<file path="src/rtl/rv32_pkg.sv">
// Shared RV32 fetch-path types and constants.
package rv32_pkg;

    localparam int XLEN = 32;
    localparam int ILEN = 32;
    localparam logic [XLEN-1:0] PC_STEP = 32'd4;

    // One fetched instruction together with the address it came from.
    typedef struct packed {
        logic [XLEN-1:0] pc;
        logic [ILEN-1:0] instr;
    } fetch_entry_t;

endpackage

</file>
<file path="src/rtl/ifetch_fifo.sv">
// Small fetch buffer: power-of-two depth, registered head, flush beats push.
module ifetch_fifo
    import rv32_pkg::*;
#(
    parameter int DEPTH = 2,
    localparam int PTR_W = $clog2(DEPTH),
    localparam int CNT_W = $clog2(DEPTH + 1)
) (
    input  logic               clk,
    input  logic               reset,
    input  logic               push,
    input  fetch_entry_t       push_data,
    input  logic               pop,
    input  logic               flush,
    output logic [CNT_W-1:0]   count,
    output fetch_entry_t       head
);

    fetch_entry_t           mem_q [DEPTH];
    fetch_entry_t           mem_d [DEPTH];
    logic [PTR_W-1:0]       wr_ptr_q, wr_ptr_d;
    logic [PTR_W-1:0]       rd_ptr_q, rd_ptr_d;
    logic [CNT_W-1:0]       count_q, count_d;
    logic                   do_pop;

    assign count = count_q;
    assign head  = mem_q[rd_ptr_q];

    // Next-state for storage, pointers and occupancy; pointers wrap naturally.
    always_comb begin
        mem_d    = mem_q;
        wr_ptr_d = wr_ptr_q;
        rd_ptr_d = rd_ptr_q;
        count_d  = count_q;
        do_pop   = pop && (count_q != '0);
        if (flush) begin
            wr_ptr_d = '0;
            rd_ptr_d = '0;
            count_d  = '0;
        end else begin
            if (push) begin
                mem_d[wr_ptr_q] = push_data;
                wr_ptr_d        = wr_ptr_q + PTR_W'(1);
            end
            if (do_pop) begin
                rd_ptr_d = rd_ptr_q + PTR_W'(1);
            end
            count_d = count_q + CNT_W'(push) - CNT_W'(do_pop);
        end
    end

    // State registers; storage is cleared on reset so the head reads zero.
    always_ff @(posedge clk or posedge reset) begin
        if (reset) begin
            for (int i = 0; i < DEPTH; i++) begin
                mem_q[i] <= '0;
            end
            wr_ptr_q <= '0;
            rd_ptr_q <= '0;
            count_q  <= '0;
        end else begin
            mem_q    <= mem_d;
            wr_ptr_q <= wr_ptr_d;
            rd_ptr_q <= rd_ptr_d;
            count_q  <= count_d;
        end
    end

endmodule

</file>
<file path="src/rtl/ifetch_unit.sv">
// Instruction fetch front end: fetch PC, one-deep in-flight tracking against a
// registered-read memory, credit-based issue into the fetch buffer, redirect.
// Handshake: a head entry transfers on a rising edge where out_valid and
// out_ready are both high; out_* stay stable while out_valid=1 and not taken.
module ifetch_unit
    import rv32_pkg::*;
#(
    parameter logic [31:0] RESET_PC   = 32'h0000_0000,
    parameter int          FIFO_DEPTH = 2
) (
    input  logic        clk,
    input  logic        reset,
    output logic [31:0] imem_addr,
    input  logic [31:0] imem_rdata,
    input  logic        redirect_valid,
    input  logic [31:0] redirect_pc,
    output logic        out_valid,
    input  logic        out_ready,
    output logic [31:0] out_pc,
    output logic [31:0] out_instr
);

    localparam int CNT_W = $clog2(FIFO_DEPTH + 1);

    logic [31:0]      fetch_pc_q, fetch_pc_d;
    logic             inflight_vld_q, inflight_vld_d;
    logic [31:0]      inflight_pc_q, inflight_pc_d;
    logic [CNT_W-1:0] count;
    fetch_entry_t     head;
    fetch_entry_t     push_data;
    logic             pop;
    logic             push;
    logic             issue;
    logic [31:0]      occupancy;

    assign imem_addr = fetch_pc_q;
    assign out_valid = (count != '0);
    assign pop       = out_valid & out_ready;
    assign out_pc    = head.pc;
    assign out_instr = head.instr;

    // Credit check, capture and PC/in-flight next state; redirect wins over all.
    always_comb begin
        occupancy      = 32'(count) + {31'b0, inflight_vld_q} - {31'b0, pop};
        issue          = !redirect_valid && (occupancy < 32'(FIFO_DEPTH));
        push           = inflight_vld_q && !redirect_valid;
        push_data      = '{pc: inflight_pc_q, instr: imem_rdata};
        fetch_pc_d     = fetch_pc_q;
        inflight_vld_d = 1'b0;
        inflight_pc_d  = inflight_pc_q;
        if (redirect_valid) begin
            fetch_pc_d = redirect_pc & ~32'h3;
        end else if (issue) begin
            fetch_pc_d     = fetch_pc_q + PC_STEP;
            inflight_vld_d = 1'b1;
            inflight_pc_d  = fetch_pc_q;
        end
    end

    // Fetch PC and in-flight tracking registers.
    always_ff @(posedge clk or posedge reset) begin
        if (reset) begin
            fetch_pc_q     <= RESET_PC;
            inflight_vld_q <= 1'b0;
            inflight_pc_q  <= '0;
        end else begin
            fetch_pc_q     <= fetch_pc_d;
            inflight_vld_q <= inflight_vld_d;
            inflight_pc_q  <= inflight_pc_d;
        end
    end

    ifetch_fifo #(
        .DEPTH(FIFO_DEPTH)
    ) u_fifo (
        .clk      (clk),
        .reset    (reset),
        .push     (push),
        .push_data(push_data),
        .pop      (pop),
        .flush    (redirect_valid),
        .count    (count),
        .head     (head)
    );

endmodule
</file>
<file path="config.mk">
export PLATFORM = sky130hd
export DESIGN_NAME = ifetch_unit
export DESIGN_NICKNAME = d
export VERILOG_FILES = /design/src/rtl/rv32_pkg.sv /design/src/rtl/ifetch_fifo.sv /design/src/rtl/ifetch_unit.sv
export SDC_FILE = /design/constraint.sdc
export NUM_CORES = 1
export LEC_CHECK = 0
export ABC_CLOCK_PERIOD_IN_PS = 6200
export BUFFER_PORTS_ARGS = -buffer_cell sky130_fd_sc_hd__buf_2
export CORE_ASPECT_RATIO = 1.1
export CORE_MARGIN = 2
export CORE_UTILIZATION = 45
export DETAILED_ROUTE_END_ITERATION = 16
export PLACE_DENSITY = 0.67
export SLEW_MARGIN = 40
export SYNTH_ARGS = -nofsm -noshare
export SYNTH_HDL_FRONTEND = slang
export SYNTH_SLANG_ARGS = --single-unit
</file>
<file path="constraint.sdc">
create_clock -name clk -period 6.2 [get_ports clk]
set_input_delay 0 -clock clk [delete_from_list [all_inputs] [get_ports clk]]
set_output_delay 0 -clock clk [all_outputs]
set_load 0.01 [all_outputs]
</file>
==> impl_metrics.toml <==
[status]
status = "finished, final reports clean"

[setup_path]
crit_path_max_fanout = 10
worstSetupPathType = "flip-flop to flip-flop"
arrival_ns = 3.72
r2r_slack_ns = 2.79
start_kind = "flip-flop"
crit_path_end_kind = "flip-flop"
rr_worst_depth = 11
worstPathRequired_ns = 6.51

[sta]
max_slew_margin_pct = 47.5
clock.fmax_ghz = 0.293
layout_min_cycle_time_ns = 3.41
rsz0062_at_grt = "no"
fin_worst_skew_ns = 0.0103
min_period_over_period_pct = 55.0
setup_viol = 0
maxSlewViolCount = 0
worst_slew_pin_slew_ns = 0.787
final_hold_viol_count = 0
finalSetupTns_ns = 0

[run]
cap_viol_max_count = 0

[die]
rows = 53
die_x_um = 136
core_um2 = 18900
die_area_um2 = 20200
ioPinCount = 165
die_h_um = 149
start_util_pct = 45.5

[grt]
gr-usage-all-layers_pct = 19.9
grt_pass1_vias = 6191
grt_max_degree = 105
grt_pass1_wl_um = 31100
antenna_found_initial = 0
gr-total-overflow = 0

[detailed_routing]
num_vias = 5685
post_drt_wl_per_cell_um = 17.8
drt_iter0_drc = 207
drtPass1Iterations = 4
drc_errors = 0
postRouteAntennaNets = 0
wirelength_um = 19500
via_per_inst = 5.18

[final_layout]
antenna_cells = 0
seq_area_um2 = 4730
fin_nets = 912
area_growth_pct = 27.3
fill_cells = 1510
finish.utilization_pct = 57.9
drive_gt1_share_pct = 50.6
multi_input_area_um2 = 3710
stdcell_area_um2 = 10900

[clocking]
cts_tree = "yes"
clkLatencyLatePin_ns = 0.43
h-tree-depth = 4
path_clk_slew_ns = 0.07
post_cts_buffers = 0
clockBufferDepth = 2
numCtsBuffers = 17
cts.sinks = 189
ctsRootBufferMaster = "clkbuf_16"

[yosys]
ys.flop_type = "dfrtp_1"
yosysWarnings = 0
synth-async-reset-ratio_pct = 100
syn_area_per_cell_um2 = 13.7
mappedNetlistArea_um2 = 8600
netlist_instances = 626
netlist-cell-type-count = 41
synth_edf_count = 0
synth_seq_cells = 189
yosysSeqAreaShare_pct = 55.0

[placement]
dpl.hpwl_um = 12700
post_dp_cell_area_um2 = 9660
portBuffers = 158
place_congestion = 0.794

[worst_hold_path]
hold_class = "input pin to flip-flop"
min_path_cells = 3

[power]
ir_drop_v = 0.000267
power_leakage_nw = 4.92
power.density_nw_per_um2 = 504
## registers in the layout, indices dropped and copies added, names as in the netlist
signal	flops
inflight_vld_q	1
imem_addr	30
u_fifo.mem_q	124
u_fifo.wr_ptr_q	1
inflight_pc_q	30
u_fifo.rd_ptr_q	1
u_fifo.count	2
## cell usage in the layout (no fill, tap or decap), drive strengths merged, types with 5 or more instances in the layout
| master | synthesis | routed |
|---|---|---|
| mux2 | 222 | 222 |
| dfrtp | 189 | 189 |
| buf | 22 | 164 |
| dlygate4sd3 | 0 | 64 |
| nand2 | 33 | 33 |
| clkbuf | 17 | 21 |
| o21ai | 21 | 21 |
| xnor2 | 19 | 19 |
| nor4 | 12 | 12 |
| xor2 | 11 | 11 |
| inv | 6 | 10 |
| nand3 | 9 | 9 |
| nand4 | 9 | 9 |
| nor2b | 7 | 7 |
| nor3 | 6 | 6 |
| nor2 | 6 | 6 |
| ha | 5 | 5 |
## through the flow
stage | instances | hold WS [ns] | worst slack (ns) | total power, mW
floorplan | 629 | 0.121 | 1.06 | 3.57
global placement | 1000 | 0.166 | 2.58 | 4.15
detailed placement | 1002 | 0.187 | 2.82 | 4.34
CTS | 1098 | 0.173 | 2.78 | 5.57
global route | 1098 | 0.220 | 2.62 | 5.86
finish | 1098 | 0.193 | 2.79 | 5.52
## synthesized netlist by cell type, types with 5 or more instances
cell type | number | area share (%)
inv_1 | 6 | 0.26
buf_2 | 11 | 0.64
xnor2_1 | 19 | 1.9
nor3_1 | 6 | 0.35
mux2_1 | 5 | 0.65
nor2_1 | 6 | 0.26
nor4_2 | 5 | 0.73
nand4_1 | 7 | 0.51
clkbuf_1 | 17 | 0.74
ha_1 | 5 | 0.73
xor2_1 | 11 | 1.1
o21ai_0 | 16 | 0.93
nand3_1 | 9 | 0.52
nor2b_1 | 7 | 0.51
dfrtp_1 | 189 | 55
nor4_1 | 6 | 0.44
mux2_2 | 217 | 28
nand2_1 | 32 | 1.4
buf_1 | 7 | 0.31
## area by class of cell
class                           count  area share [%]
Inverter                            6           0.274
Multi-Input combinational cell    395            33.9
Timing Repair Buffer              229            13.9
Sequential cell                   189            43.2
Clock inverter                     12            1.62
Clock buffer                       20            4.26
Tap cell                          247            2.82
## timing repair
action,CTS,global route
hold buffers,64,0
hold endpoints to repair,198,0
gates resized for setup,0,0
## final timing paths
kind                                              start                            to
setup / recovery              u_fifo.count[1]$_DFF_PP0_     imem_addr[29]$_DFFE_PP0P_
hold / removal                           redirect_valid   u_fifo.rd_ptr_q$_DFFE_PP0P_
setup reg to reg              u_fifo.count[1]$_DFF_PP0_     imem_addr[29]$_DFFE_PP0P_
hold reg to reg            u_fifo.mem_q[63]$_DFFE_PP0P_  u_fifo.mem_q[63]$_DFFE_PP0P_
max in group asynchronous                         reset   u_fifo.rd_ptr_q$_DFFE_PP0P_
min in group asynchronous                         reset  u_fifo.mem_q[70]$_DFFE_PP0P_
## metal layers
| metal | up-vias | global-route usage (%) | routed length (um) |
|---|---|---|---|
| met5 | - | 0 | 0 |
| met2 | 153 | 34.5 | 9850 |
| met3 | 27 | 4.79 | 1100 |
| met4 | 0 | 7.03 | 333 |
| met1 | 2864 | 24.3 | 8240 |
| li1 | 2641 | - | - |
## worst max-delay path, cell delays in order, from the launching register on
cell	delay [ns]
dfrtp_1	0.43
inv_1	0.12
nand2_1	0.08
and2_1	0.18
ha_1	0.27
and2b_1	0.30
fa_1	0.47
nor2b_1	0.22
nand4_4	0.23
or3_4	0.44
o31a_1	0.25
o31a_1	0.28
## power by group
group / total (mW) / switching (mW) / leakage [nW] / internal, mW
registers: 2.13 / 0.352 / 2.30 / 1.78
logic: 2.20 / 1.00 / 2.30 / 1.20
clock network: 1.18 / 0.471 / 0.318 / 0.711
total: 5.52 / 1.82 / 4.92 / 3.69
## cell families after synthesis
| logic type | synth area share [%] |
|---|---|
| and+or+nand+nor | 7.17 |
| adders and majority gates | 0.960 |
| xor gates and xnor gates | 3.06 |
| muxes | 29.5 |
| AOI/OAI and AO/OA | 1.94 |
| other | 0.0436 |
| buffers and inverters | 2.30 |
| DFF | 55.0 |
Note: power is estimated with default switching activity, not from simulation.
